==> config.mk <==
export PLATFORM = sky130hd
export DESIGN_NAME = stream_packer
export DESIGN_NICKNAME = d
export VERILOG_FILES = /design/src/rtl/stream_packer.sv
export SDC_FILE = /design/constraint.sdc
export NUM_CORES = 1
export LEC_CHECK = 0
export ABC_AREA = 1
export BUFFER_PORTS_ARGS = -buffer_cell sky130_fd_sc_hd__buf_2
export CAP_MARGIN = 0
export CORE_ASPECT_RATIO = 1.2
export CORE_MARGIN = 4
export CORE_UTILIZATION = 50
export CTS_CLUSTER_SIZE = 30
export DETAILED_ROUTE_END_ITERATION = 10
export PLACE_DENSITY = 0.68
export SLEW_MARGIN = 0
export SYNTH_ARGS = -nofsm -noshare
export SYNTH_HDL_FRONTEND = slang
export SYNTH_SLANG_ARGS = --single-unit
==> constraint.sdc <==
create_clock -name clk_i -period 1.9 [get_ports clk_i]
set_input_delay 0.285 -clock clk_i [delete_from_list [all_inputs] [get_ports clk_i]]
set_output_delay 0.285 -clock clk_i [all_outputs]
set_load 0.005 [all_outputs]
==> src/rtl/stream_packer.sv <==
// Narrow-to-wide stream packer: gathers RATIO narrow beats (lane 0 first) into one
// registered wide word, closing early on in_last_i with a contiguous lane strobe.
module stream_packer #(
    parameter int unsigned DATA_WIDTH = 8,
    parameter int unsigned RATIO      = 4
) (
    input  logic                        clk_i,
    input  logic                        rst_ni,
    input  logic [DATA_WIDTH-1:0]       in_data_i,
    input  logic                        in_last_i,
    input  logic                        in_valid_i,
    output logic                        in_ready_o,
    output logic [RATIO*DATA_WIDTH-1:0] out_data_o,
    output logic [RATIO-1:0]            out_strb_o,
    output logic                        out_last_o,
    output logic                        out_valid_o,
    input  logic                        out_ready_i
);

    localparam int unsigned LW = (RATIO > 1) ? $clog2(RATIO) : 1;
    localparam logic [LW-1:0] LAST_LANE = LW'(RATIO - 1);

    if (RATIO < 2) begin : g_ratio_check
        $error("stream_packer: RATIO must be >= 2");
    end
    if (DATA_WIDTH < 1) begin : g_width_check
        $error("stream_packer: DATA_WIDTH must be >= 1");
    end

    logic [LW-1:0]               lane_q, lane_d;
    logic [RATIO*DATA_WIDTH-1:0] asm_data_q, asm_data_d;
    logic [RATIO-1:0]            asm_strb_q, asm_strb_d;
    logic [RATIO*DATA_WIDTH-1:0] out_data_q, out_data_d;
    logic [RATIO-1:0]            out_strb_q, out_strb_d;
    logic                        out_last_q, out_last_d;
    logic                        out_valid_q, out_valid_d;

    logic [RATIO*DATA_WIDTH-1:0] beat_data;
    logic [RATIO-1:0]            beat_strb;
    logic                        accept;
    logic                        complete;

    assign in_ready_o  = !out_valid_q || out_ready_i;
    assign accept      = in_valid_i && in_ready_o;
    assign complete    = accept && ((lane_q == LAST_LANE) || in_last_i);

    assign out_data_o  = out_data_q;
    assign out_strb_o  = out_strb_q;
    assign out_last_o  = out_last_q;
    assign out_valid_o = out_valid_q;

    // Assembly contents with the current beat merged in; used both for the
    // partial update and for the word loaded on completion.
    always_comb begin
        beat_data = asm_data_q;
        beat_strb = asm_strb_q;
        for (int unsigned k = 0; k < RATIO; k++) begin
            if (LW'(k) == lane_q) begin
                beat_data[k*DATA_WIDTH +: DATA_WIDTH] = in_data_i;
                beat_strb[k]                          = 1'b1;
            end
        end
    end

    always_comb begin
        lane_d      = lane_q;
        asm_data_d  = asm_data_q;
        asm_strb_d  = asm_strb_q;
        out_data_d  = out_data_q;
        out_strb_d  = out_strb_q;
        out_last_d  = out_last_q;
        out_valid_d = out_valid_q;
        if (complete) begin
            out_data_d  = beat_data;
            out_strb_d  = beat_strb;
            out_last_d  = in_last_i;
            out_valid_d = 1'b1;
            lane_d      = '0;
            asm_data_d  = '0;
            asm_strb_d  = '0;
        end else begin
            if (accept) begin
                asm_data_d = beat_data;
                asm_strb_d = beat_strb;
                lane_d     = lane_q + LW'(1);
            end
            if (out_valid_q && out_ready_i) begin
                out_valid_d = 1'b0;
            end
        end
    end

    always_ff @(posedge clk_i) begin
        if (!rst_ni) begin
            lane_q      <= '0;
            asm_data_q  <= '0;
            asm_strb_q  <= '0;
            out_data_q  <= '0;
            out_strb_q  <= '0;
            out_last_q  <= 1'b0;
            out_valid_q <= 1'b0;
        end else begin
            lane_q      <= lane_d;
            asm_data_q  <= asm_data_d;
            asm_strb_q  <= asm_strb_d;
            out_data_q  <= out_data_d;
            out_strb_q  <= out_strb_d;
            out_last_q  <= out_last_d;
            out_valid_q <= out_valid_d;
        end
    end

endmodule

==> impl_metrics.env, run 1 <==
export IMPL_status="complete, no violations"
export IMPL_leakage_nw=1.831
export IMPL_grt_pass1_vias=2777
export IMPL_cts_root_buf="clkbuf_8"
export IMPL_layout_drive_gt1_share_pct=18.18
export IMPL_ant_nets=0
export IMPL_maxCapViolations=0
export IMPL_hold_class="primary input to flip-flop"
export IMPL_htree_num_levels=3
export IMPL_power_frac_seq_pct=54.1
export IMPL_synth_seq_cells=76
export IMPL_viasPerCell=4.904
export IMPL_start_kind="flip-flop"
export IMPL_fill_cells=667
export IMPL_track_usage_pct=19.51
export IMPL_dieHeight_um=98.66
export IMPL_syn_inst=494
export IMPL_initialDrtViolationCount=154
export IMPL_routedWlPerCell_um=12.40
export IMPL_slew_viol_final=0
export IMPL_grt_overflow=0
export IMPL_tightest_slew_ns=0.5808
export IMPL_finalHoldViolations=0
export IMPL_io_buffers=51
export IMPL_yosys_area_top_type="dfxtp_1"
export IMPL_dr_pass1_iters=4
export IMPL_cts_buffer_depth=2
export IMPL_cts_tree="done"
export IMPL_power_share_combinational_pct=13.1
export IMPL_mostFrequentLayoutCells="180 x nand2_1, 76 x dfxtp_1, 60 x inv_1"
export IMPL_p_per_area_nw_per_um2=800.2
export IMPL_worstPathArrival_ns=1.90
export IMPL_p_int_mw=2.263
export IMPL_multi_input_area_um2=1494
export IMPL_grt_max_degree=72
export IMPL_max_freq_mhz=617.2
export IMPL_layout_min_cycle_time_ns=1.620
export IMPL_hold_start="in_last_i"
export IMPL_cts_reportedPaths_clkPinSlew_ns=0.07
export IMPL_row_count=32
export IMPL_route_detailed_drc=0
export IMPL_place_area_um2=3716
export IMPL_io_pins=52
export IMPL_setup_viol_count_final=0
export IMPL_grt_setup_unrepaired="false"
export IMPL_power_switching_mw=0.8271
export IMPL_antenna_found_initial=0
export IMPL_end_kind="flip-flop"
export IMPL_critPathLaunch="lane_q[0]"
export IMPL_avgSynthCellArea_um2=6.932
export IMPL_vias=3060
export IMPL_regArea_um2=1521
export IMPL_clock_skew_ns=0.007076
export IMPL_rr_worst_depth=8
export IMPL_path_max_fanout=10
export IMPL_fin_area_um2=3861
export IMPL_yosysUniqueCellTypes=21
export IMPL_hold_depth=3
export IMPL_fin_setup_tns_ns=0
export IMPL_grt_first_pass_wirelength_um=13090
export IMPL_hold_buffers=0
export IMPL_ir_drop_uv=518.3
export IMPL_sw_frac_of_total_pct=26.77
export IMPL_synthesis_area_um2=3425
export IMPL_reg2reg_from="lane_q[0]"
export IMPL_power_frac_clock_pct=32.8
export IMPL_numCtsBuffers=9
export IMPL_coreArea_um2=6526
export IMPL_initial_core_util_pct=52.47
export IMPL_critical_path_class="flip-flop to flip-flop"
export IMPL_post_cts_buffers=0
export IMPL_clock_sinks=76
export IMPL_post_route_period_util_pct=85.27
export IMPL_cts_resized=0
export IMPL_clock_latency_ns=0.34
export IMPL_area_growth_pct=12.75
export IMPL_seq_area_frac_synth_pct=44.43
export IMPL_crit_required_ns=2.18
export IMPL_yosys_area_top_type_share_pct=44.43
export IMPL_synth_area_leaders="dfxtp_1 44%, nand2_1 20%, nand3_1 7.9%"
export IMPL_diodes=0
export IMPL_slew_headroom_pct=61.28
export IMPL_synth_nets=511
export IMPL_yosysWarningCount=0
export IMPL_finalWirelength_um=7736
export IMPL_dp_hpwl_um=5373
export IMPL_final_common_cell="nand2_1"
export IMPL_place_gp_congestion=0.8274
export IMPL_die_w_um=83.55
export IMPL_final_nets=555
export IMPL_die_area_um2=8243
per-stage QoR:
step           power (mW)  hold WS (ns)  setup WS, ns  cells  util [%]
2_1_floorplan       1.999        0.4333        0.5704    494         -
3_3_place_gp        2.110        0.4453        0.3566    612     56.94
3_5_place_dp        2.114        0.4533        0.2901    612     56.94
4_1_cts             3.120        0.1964        0.2686    624     59.16
5_1_grt             3.259        0.2028       0.09107    624     59.16
6_report            3.090        0.2077        0.2799    624     59.16
cell families (layout without fill, tap and decap cells):
kind of cell | after synthesis | in the layout | share of synthesized area, %
buffers and inverters | 93 | 138 | 11.95
adders and majority gates | 4 | 4 | 1.462
DFF | 76 | 76 | 44.43
AOI/OAI and AO/OA | 64 | 64 | 11.55
and+or+nand+nor | 257 | 257 | 30.62
final cells by class:
type,count,share of cell area (%)
clock buffers,12,3.759
inverters,63,6.124
multi-input cells,325,38.69
flip-flops and latches,76,39.40
well taps,85,2.754
repair buffers,63,9.268
per-layer routing:
metal	track usage (%)	vias up	share of wire, %
li1	-	1604	-
met1	25.33	1355	45
met2	31.79	90	47
met3	3.177	11	5.6
met4	9.282	0	2.0
met5	0	-	0
critical path, stage by stage, from the launching register on:
cell	delay, ns
dfxtp_1	0.34
inv_1	0.11
ha_1	0.35
clkinv_1	0.31
nand2_1	0.14
nand2_1	0.08
inv_1	0.06
nand2_1	0.05
a21oi_2	0.11
power by group through the flow:
stage | sequential [mW] | clock, mW | combinational (mW)
global placement | 1.71 | 0 | 0.403
floorplan | 1.71 | 0 | 0.291
global route | 1.68 | 1.12 | 0.463
CTS | 1.67 | 1.04 | 0.408
detailed placement | 1.71 | 0 | 0.405
finish | 1.67 | 1.01 | 0.404
synthesized netlist by cell type, drive strengths merged:
library cell / count
buf: 27
a21oi: 42
nand2: 183
or2: 1
clkinv: 1
dfxtp: 76
nand3: 55
o21ai: 22
clkbuf: 3
nor2: 18
inv: 62
ha: 4
flip-flops by register name, summed over array words and instances (netlist names):
name and count:
out_data_o 32, out_valid_o 1, out_strb_o 4, out_last_o 1
asm_data_q 32, asm_strb_q 4, lane_q 2
final timing paths:
check                  end  slack, ns
max          asm_data_q[0]       0.28
min             out_last_o       0.21
min reg2reg  asm_strb_q[2]       0.46
max reg2reg  asm_data_q[0]       0.28
Note: power is estimated with default switching activity, not from simulation.
==> inputs of run 2 (changes only) <==
--- a/config.mk
+++ b/config.mk
@@ -13,7 +13,7 @@
 export CORE_UTILIZATION = 50
 export CTS_CLUSTER_SIZE = 30
 export DETAILED_ROUTE_END_ITERATION = 10
-export PLACE_DENSITY = 0.68
+export PLACE_DENSITY = 0.81
 export SLEW_MARGIN = 0
 export SYNTH_ARGS = -nofsm -noshare
 export SYNTH_HDL_FRONTEND = slang
==> impl_metrics.env, run 2 (same netlist as run 1, synthesis figures left out) <==
export IMPL_dp_hpwl_um=5323
export IMPL_dieHeight_um=98.66
export IMPL_post_route_util_pct=60.89
export IMPL_post_cts_buffers=0
export IMPL_diodes=0
export IMPL_setup_viol_count_final=0
export IMPL_crit_required_ns=2.18
export IMPL_p_per_area_nw_per_um2=905.6
export IMPL_worstPathArrival_ns=1.93
export IMPL_route_detailed_drc=0
export IMPL_cts_tree="done"
export IMPL_layout_drive_gt1_share_pct=19.00
export IMPL_total_power_mw=3.599
export IMPL_dr_pass1_iters=4
export IMPL_fin_setup_tns_ns=0
export IMPL_cts_root_buf="clkbuf_8"
export IMPL_cpMostUsedCell="nand2_1"
export IMPL_mostFrequentLayoutCells="180 x nand2_1, 76 x dfxtp_1, 60 x inv_1"
export IMPL_path_max_fanout=10
export IMPL_final_common_cell="nand2_1"
export IMPL_slew_viol_final=0
export IMPL_die_area_um2=8243
export IMPL_initial_core_util_pct=52.47
export IMPL_final_nets=554
export IMPL_status="complete, no violations"
export IMPL_hold_class="primary input to flip-flop"
export IMPL_clock_skew_ns=0.01395
export IMPL_grt_first_pass_wirelength_um=13230
export IMPL_cp_cell_sequence="inv_1, ha_1, clkinvlp_4, nand2_1, nand2_1, nand3_1, nand2_1, nor2_1"
export IMPL_vias=3086
export IMPL_initialDrtViolationCount=197
export IMPL_cts_resized=0
export IMPL_maxCapViolations=0
export IMPL_tightest_slew_ns=0.5335
export IMPL_clock_latency_ns=0.35
export IMPL_layout_min_cycle_time_ns=1.652
export IMPL_numCtsBuffers=9
export IMPL_critical_path_class="flip-flop to flip-flop"
export IMPL_cts_buffer_depth=2
export IMPL_track_usage_pct=19.47
export IMPL_area_growth_pct=16.04
export IMPL_place_gp_congestion=0.8415
export IMPL_max_freq_mhz=605.3
export IMPL_end_kind="flip-flop"
export IMPL_htree_num_levels=3
export IMPL_grt_setup_unrepaired="false"
export IMPL_grt_max_degree=43
export IMPL_grt_overflow=0
export IMPL_die_w_um=83.55
export IMPL_grt_pass1_vias=2965
export IMPL_clock_sinks=76
export IMPL_slew_headroom_pct=64.43
export IMPL_coreArea_um2=6526
export IMPL_antenna_found_initial=0
export IMPL_dp_cells=611
export IMPL_ir_drop_uv=429.6
export IMPL_leakage_nw=1.880
export IMPL_cts_reportedPaths_clkPinSlew_ns=0.08
export IMPL_io_pins=52
export IMPL_start_kind="flip-flop"
export IMPL_hold_buffers=0
export IMPL_final_cells=627
export IMPL_viasPerCell=4.922
export IMPL_finalWirelength_um=7704
export IMPL_post_route_period_util_pct=86.96
export IMPL_critPathTopFamily="simple AND/OR/NAND/NOR gates"
export IMPL_finalHoldViolations=0
export IMPL_crit_path_max_incr_delay_ns=0.40
export IMPL_crit_buf_inv=2
export IMPL_routedWlPerCell_um=12.29
export IMPL_io_buffers=51
export IMPL_row_count=32
export IMPL_ant_nets=0
export IMPL_slowest_stage="ha_1"
==> run 2: routing by layer <==
layer | vias up | part of all wire (%) | track usage (%)
li1 | 1608 | - | -
met1 | 1371 | 44 | 22.68
met2 | 91 | 47 | 33.95
met3 | 16 | 6.3 | 3.930
met4 | 0 | 2.6 | 9.777
met5 | - | 0 | 0
==> run 2: through the flow <==
stage          setup WS, ns  hold slack [ns]  cell area [um^2]
4_1_cts              0.2294           0.1958              3970
2_1_floorplan        0.5704           0.4333              3425
3_3_place_gp         0.2998           0.4429              3721
6_report             0.2478           0.2113              3974
5_1_grt             0.02659           0.2332              3974
3_5_place_dp         0.2656           0.4540              3721
==> run 2: worst register-to-register path, stage by stage, from the launching register on <==
cell and delay, ns:
dfxtp_1 0.35, inv_1 0.11, ha_1 0.40, clkinvlp_4 0.29, nand2_1 0.12, nand2_1 0.07
nand3_1 0.09, nand2_1 0.05, nor2_1 0.08
==> run 2: cell type report <==
cell class / count / area, um^2
clock buffers: 11 / 141.4
clock inverters: 5 / 107.6
fillers: 581 / 2552
inverters: 63 / 240.2
multi-input cells: 325 / 1494
flip-flops and latches: 76 / 1521
well taps: 85 / 106.4
repair buffers: 62 / 362.8
==> run 2: path summary, 6_finish.rpt <==
kind	startpoint	end	slack, ns	cells past startpoint
worst min-delay path	in_last_i	out_last_o	0.21	3
worst max-delay path	lane_q[0]	out_data_o[0]	0.25	8
worst min register to register	out_data_o[20]	out_data_o[20]	0.46	2
worst max register to register	lane_q[0]	out_data_o[0]	0.25	8
==> run 2: power by group <==
part / switching (mW) / internal, mW / total [mW]
sequential: 0.0259 / 1.64 / 1.67
combinational: 0.272 / 0.137 / 0.409
clock: 0.603 / 0.916 / 1.52
total: 0.901 / 2.70 / 3.60
